==> src/rtl/soc_gpio_pkg.sv <==
// Shared definitions for the single-pin GPIO controller: register map, PEND bit indices and bus FSM states.
// The optional glitch filter is enabled with the GPIO_CTRL_FILTER_EN macro.
package soc_gpio_pkg;

  localparam logic [4:0] GPIO_DIR_OFS  = 5'h00;
  localparam logic [4:0] GPIO_OUT_OFS  = 5'h04;
  localparam logic [4:0] GPIO_IN_OFS   = 5'h08;
  localparam logic [4:0] GPIO_IEN_OFS  = 5'h0C;
  localparam logic [4:0] GPIO_PEND_OFS = 5'h10;
  localparam logic [4:0] GPIO_FILT_OFS = 5'h14;

  localparam int unsigned GPIO_IRQ_RISE = 0;
  localparam int unsigned GPIO_IRQ_FALL = 1;

  typedef enum logic {
    BUS_IDLE,
    BUS_ACK
  } bus_state_t;

endpackage

==> src/rtl/gpio_sync_filter.sv <==
// Two-flop pad synchronizer followed by an optional glitch filter producing the debounced level in_q.
// The filter counter and its threshold port exist only when GPIO_CTRL_FILTER_EN is defined.
module gpio_sync_filter
`ifdef GPIO_CTRL_FILTER_EN
  #(parameter int unsigned FILTER_W = 16)
`endif
  (
    input  logic                clk,
    input  logic                rst,
    input  logic                pad,
`ifdef GPIO_CTRL_FILTER_EN
    input  logic [FILTER_W-1:0] filt,
`endif
    output logic                in_q
  );

  logic sync1;
  logic sync2;

  always_ff @(posedge clk) begin
    if (rst) begin
      sync1 <= 1'b0;
      sync2 <= 1'b0;
    end else begin
      sync1 <= pad;
      sync2 <= sync1;
    end
  end

`ifdef GPIO_CTRL_FILTER_EN
  logic [FILTER_W-1:0] cnt;

  // Counter is cleared when in_q is updated so a new disagreement always starts counting from 0.
  always_ff @(posedge clk) begin
    if (rst) begin
      cnt  <= '0;
      in_q <= 1'b0;
    end else if (sync2 == in_q) begin
      cnt <= '0;
    end else if (cnt == filt) begin
      in_q <= sync2;
      cnt  <= '0;
    end else if (cnt != '1) begin
      cnt <= cnt + FILTER_W'(1);
    end
  end
`else
  always_ff @(posedge clk) begin
    if (rst) begin
      in_q <= 1'b0;
    end else begin
      in_q <= sync2;
    end
  end
`endif

endmodule

==> src/rtl/gpio_ctrl.sv <==
// Memory-mapped single-pin GPIO: DIR/OUT/IN/IEN/PEND/FILT registers, valid/ready bus FSM, edge detect and irq.
// Define GPIO_CTRL_FILTER_EN to build the FILT register and glitch-filter counter.
module gpio_ctrl
  import soc_gpio_pkg::*;
#(
  parameter int unsigned FILTER_W = 16
) (
  input  logic        clk,
  input  logic        rst,
  input  logic        mem_valid,
  input  logic [4:0]  mem_addr,
  input  logic [3:0]  mem_wmask,
  input  logic [31:0] mem_wdata,
  output logic [31:0] mem_rdata,
  output logic        mem_ready,
  input  logic        gpio_in,
  output logic        gpio_out,
  output logic        gpio_oe,
  output logic        irq
);

  bus_state_t  state;
  logic        reg_dir;
  logic        reg_out;
  logic [1:0]  reg_ien;
  logic [1:0]  reg_pend;
  logic        in_q;
  logic        in_d;
  logic [4:0]  ofs;
  logic        wr;
  logic [1:0]  edges;
  logic [1:0]  w1c;
  logic [31:0] rd_val;
  logic [31:0] filt_rd;
  logic        unused_ok;

  assign ofs      = {mem_addr[4:2], 2'b00};
  assign wr       = (state == BUS_IDLE) && mem_valid && (mem_wmask != 4'h0);
  assign gpio_oe  = reg_dir;
  assign gpio_out = reg_out;
  assign unused_ok = &{1'b0, mem_addr[1:0], mem_wmask, mem_wdata};

`ifdef GPIO_CTRL_FILTER_EN
  logic [FILTER_W-1:0] reg_filt;
  logic [31:0]         wbits;

  assign wbits   = {{8{mem_wmask[3]}}, {8{mem_wmask[2]}}, {8{mem_wmask[1]}}, {8{mem_wmask[0]}}};
  assign filt_rd = 32'(reg_filt);

  always_ff @(posedge clk) begin
    if (rst) begin
      reg_filt <= '0;
    end else if (wr && ofs == GPIO_FILT_OFS) begin
      reg_filt <= (reg_filt & ~wbits[FILTER_W-1:0]) | (mem_wdata[FILTER_W-1:0] & wbits[FILTER_W-1:0]);
    end
  end

  gpio_sync_filter #(.FILTER_W(FILTER_W)) u_sync (
    .clk  (clk),
    .rst  (rst),
    .pad  (gpio_in),
    .filt (reg_filt),
    .in_q (in_q)
  );
`else
  logic [FILTER_W-1:0] unused_filt_w;

  assign unused_filt_w = '0;
  assign filt_rd       = '0;

  gpio_sync_filter u_sync (
    .clk  (clk),
    .rst  (rst),
    .pad  (gpio_in),
    .in_q (in_q)
  );
`endif

  always_comb begin
    edges = '0;
    edges[GPIO_IRQ_RISE] = in_q & ~in_d;
    edges[GPIO_IRQ_FALL] = ~in_q & in_d;
  end

  assign w1c = (wr && ofs == GPIO_PEND_OFS && mem_wmask[0]) ? mem_wdata[1:0] : 2'b00;

  always_comb begin
    rd_val = '0;
    case (ofs)
      GPIO_DIR_OFS:  rd_val[0]   = reg_dir;
      GPIO_OUT_OFS:  rd_val[0]   = reg_out;
      GPIO_IN_OFS:   rd_val[0]   = in_q;
      GPIO_IEN_OFS:  rd_val[1:0] = reg_ien;
      GPIO_PEND_OFS: rd_val[1:0] = reg_pend;
      GPIO_FILT_OFS: rd_val      = filt_rd;
      default:       rd_val      = '0;
    endcase
  end

  // A fresh edge ORs in after the W1C mask, so a same-cycle set wins over clear.
  always_ff @(posedge clk) begin
    if (rst) begin
      state     <= BUS_IDLE;
      mem_ready <= 1'b0;
      mem_rdata <= '0;
      reg_dir   <= 1'b0;
      reg_out   <= 1'b0;
      reg_ien   <= '0;
      reg_pend  <= '0;
      in_d      <= 1'b0;
      irq       <= 1'b0;
    end else begin
      in_d     <= in_q;
      reg_pend <= (reg_pend & ~w1c) | edges;
      irq      <= |(reg_pend & reg_ien);
      case (state)
        BUS_IDLE: begin
          if (mem_valid) begin
            state     <= BUS_ACK;
            mem_ready <= 1'b1;
            mem_rdata <= rd_val;
            if (wr && mem_wmask[0]) begin
              case (ofs)
                GPIO_DIR_OFS: reg_dir <= mem_wdata[0];
                GPIO_OUT_OFS: reg_out <= mem_wdata[0];
                GPIO_IEN_OFS: reg_ien <= mem_wdata[1:0];
                default: ;
              endcase
            end
          end
        end
        BUS_ACK: begin
          state     <= BUS_IDLE;
          mem_ready <= 1'b0;
          mem_rdata <= '0;
        end
        default: begin
          state     <= BUS_IDLE;
          mem_ready <= 1'b0;
          mem_rdata <= '0;
        end
      endcase
    end
  end

endmodule

==> config.mk <==
export PLATFORM = sky130hd
export DESIGN_NAME = gpio_ctrl
export DESIGN_NICKNAME = d
export VERILOG_FILES = /design/src/rtl/soc_gpio_pkg.sv /design/src/rtl/gpio_sync_filter.sv /design/src/rtl/gpio_ctrl.sv
export SDC_FILE = /design/constraint.sdc
export NUM_CORES = 1
export LEC_CHECK = 0
export BUFFER_PORTS_ARGS = -buffer_cell sky130_fd_sc_hd__buf_4
export CELL_PAD_IN_SITES_DETAIL_PLACEMENT = 0
export CELL_PAD_IN_SITES_GLOBAL_PLACEMENT = 1
export CORE_MARGIN = 5
export CORE_UTILIZATION = 23
export CTS_CLUSTER_DIAMETER = 60
export CTS_CLUSTER_SIZE = 16
export DETAILED_ROUTE_END_ITERATION = 12
export PLACE_DENSITY = 0.77
export SLEW_MARGIN = 20
export SYNTH_ARGS = -nofsm -noshare
export SYNTH_HDL_FRONTEND = slang
export SYNTH_SLANG_ARGS = --single-unit
==> constraint.sdc <==
create_clock -name clk -period 1.4 [get_ports clk]
set_input_delay 0.28 -clock clk [delete_from_list [all_inputs] [get_ports clk]]
set_output_delay 0.28 -clock clk [all_outputs]
set_load 0.02 [all_outputs]
==> results of run 1 <==
[worst min-delay path by stage]
stage | startpoint | to | slack [ns] | cells past startpoint
3_3_place_gp | u_sync.sync1 | u_sync.sync2 | 0.42 | 1
2_1_floorplan | mem_valid | mem_rdata[0] | 0.38 | 1
4_1_cts | mem_wdata[1] | reg_pend[1] | 0.24 | 2
3_5_place_dp | u_sync.sync2 | u_sync.in_q | 0.43 | 1
6_report | mem_wdata[1] | reg_pend[1] | 0.25 | 2
5_1_grt | mem_wdata[1] | reg_pend[1] | 0.24 | 2
[kinds of logic after synthesis]
kind of cell	Yosys count	share of synthesized area (%)
multiplexers	6	7.43
other	1	0.445
buffers and inverters	32	27.6
AND/OR/NAND/NOR	28	20.8
AO/OA/AOI/OAI	10	8.02
flip-flops	15	35.7
[synth_stat cells (2+ instances only)]
master	n	area (µm²)
buf_4	30	225
a311oi_1	2	17.5
mux2i_1	4	40.0
nor2b_1	4	25.0
mux2_2	2	22.5
dfxtp_1	15	300
nand2_1	4	15.0
nand2b_1	7	43.8
a31oi_1	2	12.5
a22oi_1	2	15.0
nor2_1	5	18.8
o21ai_0	2	10.0
[layer usage]
metal / share of wire [%] / track usage, % / wire [µm]
met5: 0 / 0 / 0
met4: 0.43 / 0.638 / 6
met3: 14 / 3.45 / 195
met2: 42 / 8.00 / 594
met1: 43 / 7.11 / 608
[flip-flops by register name (all words and copies together) (netlist names)]
register and cells:
gpio_oe 1, irq 1, in_d 1, gpio_out 1
mem_ready 1, reg_pend 2, u_sync.sync2 1, state 1
reg_ien 2, u_sync.in_q 1, u_sync.sync1 1, mem_rdata 2
[critical path, cell delays in order, from the launching register on]
cell and delay (ns):
dfxtp_1 0.32, and4bb_2 0.32, and3_2 0.22, mux2i_1 0.18
[per-stage QoR]
stage               instances  hold slack (ns)  cell area [µm²]
finish                    157            0.246              940
global route              157            0.245              940
CTS                       157            0.244              940
detailed placement        153            0.427              895
global placement          153            0.417              895
floorplan                 121            0.380              951
[cell type report]
| class | instances | area, µm² | area share [%] |
|---|---|---|---|
| multi-input cells | 74 | 418 | 44.5 |
| flip-flops and latches | 15 | 300 | 32.0 |
| repair buffers | 15 | 113 | 12.0 |
| well taps | 48 | 60.1 | 6.39 |
| clock buffers | 4 | 45.0 | 4.79 |
| inverters | 1 | 3.75 | 0.399 |
[power by group]
| part | internal [W] | switching [W] | leakage (nW) | total, W |
|---|---|---|---|---|
| clock network | 0.000201 | 0.000133 | 0.0228 | 0.000333 |
| registers | 0.000441 | 0.00000733 | 0.122 | 0.000448 |
| logic | 0.0000438 | 0.000110 | 0.275 | 0.000154 |
| total | 0.000685 | 0.000250 | 0.420 | 0.000936 |
==> reports/summary.md, run 1 <==
The tools report the wire length reported by the detailed router as 1400 µm. The die is 70.5 µm tall. Yosys mapped a number of flops with a built-in enable equal to 0. Leaving out fill and tap cells, the most frequent cell in the layout is conb_1. First element of the critical path: state. The number of hold buffers added after CTS was 0. The logs give 0 for the synthesis warning total and 0.28 ns for the internal reg-to-reg setup slack.

The placement row count is 22, and the number of pins with negative max-slew slack in the final report is 0. The fraction of final layout cells with drive strength greater than 1 was 21.1%; the initial antenna violation count was 0. Counting cells, the worst reg-to-reg path comes to 3. The run gives 547 µV as the worst-case vdd ir drop. For the H-tree depth, the log shows 1.

The run finished with clean final reports. The path class of the tightest hold or removal check is input pin to register. Of all flip-flops after synthesis, the portion carrying an async set or reset was 0%.

The post-synthesis cell area was 842 µm². The worst endpoint required time is 1.57 ns, and the area inside the core boundary is 0.00361 mm². TritonCTS built the clock tree.

In this run, CTS created clock tree buffers numbering 3. The routed design could run at a clock period as short as 1.12 ns. For the total of cells resized after clock tree synthesis, the log shows 0. Summed over all cells, the static leakage comes to 0.420 nW. After clock tree synthesis, the clock-pin slew on the worst setup and hold paths is 0.06 ns. For the max-capacitance violation count, the log shows 0. The tools report the highest clock rate as 896 MHz. The run gives 15 as the largest net degree at the start of global routing. For this configuration, the core starts out at a cell density of 23.4%.

The critical-path maximum fanout is 3. Before antenna repair, the detailed router went through 4 iterations. The tools report the full die area as 0.00497 mm². 0 antenna diodes ended up in the layout. Measured along the x axis, the die boundary spans 70.5 µm. The run gives 25 as the number of distinct library cells after synthesis. The count of endpoints failing hold in the final timing report was 0. Most instantiated flip-flop cell in the synthesis netlist: dfxtp_1. Summed over all layers, the global routing overflow is 0.

After legalization and detailed placement, the total HPWL measured 1170 µm. Cells fill 26.1% of the core in the end. STA classifies the critical path startpoint as a register. For the number of I/O pins, the log shows 81. The first global-routing pass estimated 2230 µm of wire. The number of nets at the end of the flow is 155, and the number of remaining DRC errors is 0.

Count of port buffers added during placement: 15. Counting the fill cells in the layout gives 388. Dividing the synthesized area by the synthesized cell count gives 9.15 µm².

The run gives 92 as the synthesized netlist cell count. The tools report the root buffer selected by CTS as clkbuf_8. The area overhead of the layout relative to synthesis is 11.6%.

The critical path in this run is classified as register to register. The worst clock skew on the final layout was 0.00155 ns. The post-placement worst setup slack is 0.219 ns. The end of the worst register-to-register path was reg_ien[0]. In the routed layout, each cell is associated on average with a via count of 3.59.

In the finished design, the share of the clock period the worst path needs comes to 79.7%. Setup violations remaining at the end of the flow were counted as 0. The design draws 0.000936 W.

Leaving out fill and tap cells, the most frequent cells in the layout are conb_1, dfxtp_1, buf_4. Setup slack closes at 0.284 ns. Adding up every negative setup slack in the final design gives 0 ns. The run gives 501 as the number of global-route vias before repair.

The tools report the beginning of the worst register-to-register path as state. The critical path ends at reg_ien[0]. The type of element capturing the critical path is a register. The run gives 5.51% as the overall track demand over capacity in global routing.

The buffers inserted during post-CTS setup optimization was 0. After the first detailed-routing iteration, the DRC count stood at 34. Sequential share of the synthesized area: 35.7%.

Dividing the detail-routed wire length by the instance count gives 8.94 µm. After synthesis the netlist holds a flip-flop and latch count of 15. The count of clock tree sinks is 15, and the power density over the cells is 996 mW/mm². The arrival time of data at the critical path endpoint was 1.28 ns.

The clock passes through at most 2 buffers. Setup repair after global routing left no endpoint under its margin. Detailed routing inserted a total of 563 vias. At the end of routability-driven placement, the weighted congestion stood at 0.757. The later pin in the worst-skew pair is clocked with a latency of 0.24 ns. The detail route stage leaves a number of antenna-violating nets equal to 0.
(Power assumes the default switching activity.)
==> run 2, diff against run 1 <==
Settings changed: CORE_UTILIZATION 23 to 21, PLACE_DENSITY 0.77 to 0.74.
Clock period 1.4 ns to 0.9 ns, I/O delays scaled along.
==> reports/summary.md, run 2 (synthesis results as in run 1) <==
The run finished, with violations left. The checks that failed: setup timing. TritonCTS built the clock tree. The chip width is 73.3 µm (+4.0%), and the insertion delay to the later sink of the worst-skew pair is 0.25 ns (about the same).

The met1 global-route usage was 7.55% (+0.43 points). The flip-flop and latch area is 312 µm² (+3.8%), and the largest net degree at the start of global routing is 11 (-4). The number of I/O pins was 81 (unchanged); the fill cell instance count of the final layout was 443 (+14%).

The largest registers in the layout are mem_rdata: 2 flops, reg_ien: 2 flops, reg_pend: 2 flops. The clock-pin transition on the worst setup and hold timing paths was 0.06 ns (about the same); the global placement routability congestion was 0.755 (-0.28%). The count of endpoints failing setup in the final report is 9 (+9).

The hold path endpoint is mem_rdata[0]. The worst setup path is captured at a register. The met2 track demand over resource in global routing is 9.33% (+1.3 points). Fraction of final layout cells with drive strength greater than 1: 41.0% (+20 points). The run gives -0.18 ns (-0.46 ns) as the internal reg-to-reg setup slack. The mean routed wirelength per cell is 9.47 µm (+5.8%).

The power density over the cells came out at 1370 mW/mm² (+38%). The global-route wire length before repair was 2460 µm (+11%). The cell family contributing the most delay on the critical path is simple AND/OR/NAND/NOR gates.

The worst setup path is of the register to register kind. Startpoint of the lowest-slack hold path: mem_valid. The buffers plus inverters on the worst setup path came out at 0 (unchanged).

The area of all placed cells without fillers was 0.00111 mm² (+18%). The number of placed cells counting well taps came out at 163 (+6.5%). The logs give 23 (+4.5%) for the placement row count and 0 (unchanged) for the max-capacitance violation count.

The global routing met3 resource utilization was 1.92% (-1.5 points). The count of routing violations after the opening detailed-route iteration is 4 (-88%). The number of nets at the end of the flow is 168 (+8.4%), and the count of port buffers added during placement is 15 (unchanged). The share of the clock period used by the worst path after layout is 120% (+40 points), and the detailed-router iteration count before antenna repair is 4 (unchanged). met2 is the most crowded layer. The count of endpoints failing hold in the final timing report was 0 (unchanged).

The number of hold buffers added after CTS was 0 (unchanged). The half-perimeter wire length of the detailed placement result is 1330 µm (+14%), and the total inserted antenna cells is 0 (unchanged). Worst endpoint required time: 1.08 ns (-0.49 ns). The floorplan die height came out at 73.3 µm (+4.0%).

The initial antenna violation count is 0 (unchanged). Total via count after detailed routing: 612 (+8.7%). The run gives 965 µV (+76%) as the worst-case vdd ir drop. The tools report the overall track demand over capacity in global routing as 6.05% (+0.53 points). The run gives 28.1% (+2.1 points) as the fraction of the core area covered by cells at the end of the flow.

The tools report the end of the worst register-to-register path as reg_ien[0]. The wire length reported by the detailed router was 1630 µm (+16%); the total clock buffers created by CTS was 3 (unchanged). The area inside the core boundary is 0.00394 mm² (+9.3%), and the ratio of routed vias to standard cells is 3.56 (-0.78%). The shortest period the worst path allows works out to 1.08 ns (-0.0393 ns). The worst clock skew on the final layout is 0.00283 ns (+0.00128 ns).

Most common library cell in the layout ignoring fill and taps: conb_1. The run gives 542 (+8.2%) as the number of global-route vias before repair. The leftover overflow at the end of global routing was 0 (unchanged).

The highest clock rate was 929 MHz (+3.7%). The critical-path maximum fanout is 3 (unchanged). The worst hold-check path type is input pin to register.

The remaining antenna violation count was 0 (unchanged); the final instance count without filler cells was 172 (+9.6%). The worst setup margin was -0.177 ns (-0.461 ns); the H-tree depth was 1 (unchanged). The depth of the most critical reg-to-reg path works out to 3 (unchanged). Leaving out fill and tap cells, the most frequent cells in the layout are conb_1, buf_4, dfxtp_1.

The tools report the worst hold slack across all endpoints as 0.135 ns (-0.111 ns). The signal on the critical path passes through and4bb_2, and3_4, mux2i_1. The count of clock tree sinks is 15 (unchanged), and the depth of the worst hold-timing path is 2 (unchanged).

The arrival time of data at the critical path endpoint was 1.26 ns (-0.02 ns); the largest stage delay on the critical path was 0.32 ns (about the same). The standard cell area after detailed placement was 966 µm² (+8.0%). The cell sitting at the root of the clock tree is a clkbuf_8.

The full die area was 0.00538 mm² (+8.1%). On the critical path, the stage with the largest delay is an instance of dfxtp_2. The starting density of the core is 21.4% (-2.0 points). The worst setup path is launched from a register. The area occupied by multi-input gates is 448 µm² (+7.2%).

The run gives 0 (unchanged) as the number of remaining DRC errors. Deepest clock path buffer count: 2 (unchanged). Beginning of the worst register-to-register path: state.

Setup repair after global routing could not meet its margin everywhere. The logs give 0.503 nW (+20%) for the leakage power total and -0.945 ns (-0.945 ns) for the summed negative setup slack over all endpoints. For the number of pins with negative max-slew slack in the final report, the log shows 0 (unchanged).

The total number of cells along the worst setup path was 3 (unchanged). Tracing the worst setup path back leads to its startpoint at state. The area growth from synthesis to layout is 31.6%.
-- run 2: cell count changes in the layout (fill, tap and decap cells not counted), moves of 6 or more --
cell / previous run / this run
dfxtp_1: 15 / 8
buf_6: 0 / 7
dfxtp_2: 0 / 6
buf_4: 15 / 21
-- run 2: worst max path at each step --
stage / to / slack (ns)
final: reg_ien[0] / -0.18
after floorplan: reg_ien[0] / -0.09
after global placement: mem_rdata[0] / -0.16
after detailed placement: mem_rdata[0] / -0.17
after CTS: reg_ien[0] / -0.17
after global routing: reg_ien[0] / -0.26
-- run 2: worst register-to-register path, delay by kind of cell, from the launching register on --
| kind | cells | cell delay (ns) |
|---|---|---|
| and+or+nand+nor | 2 | 0.53 |
| DFF | 1 | 0.32 |
| muxes | 1 | 0.17 |
-- run 2: final cells by class --
| class | instances | share of cell area [%] |
|---|---|---|
| Multi-Input combinational cell | 74 | 40.4 |
| Sequential cell | 15 | 28.1 |
| Timing Repair Buffer | 28 | 21.3 |
| Tap cell | 50 | 5.64 |
| Clock buffer | 3 | 3.72 |
| Clock inverter | 1 | 0.451 |
| Inverter | 1 | 0.339 |
-- run 2: per-layer routing --
layer / up-vias / part of all wire (%)
met1: 269 / 44
met2: 32 / 43
li1: 307 / -
met4: 0 / 2.1
met5: - / 0
met3: 4 / 11
-- run 2: per-stage QoR --
stage               power, W  setup WS [ns]
global route         0.00160         -0.260
CTS                  0.00153         -0.171
floorplan           0.000978        -0.0947
global placement    0.000965         -0.155
finish               0.00152         -0.177
detailed placement  0.000966         -0.174
-- run 2: report_power, final --
group | internal (W) | switching, W
combinational | 0.000101 | 0.000186
clock | 0.000306 | 0.000232
sequential | 0.000685 | 0.0000109
total | 0.00109 | 0.000429
-- run 2: what timing repair did --
item                                    in CTS  in global routing
cloned                                       0                  0
resized for setup                           15                  5
pin swaps                                    3                  7
endpoints found under the setup margin      12                 12
buffers inserted                             3                  2
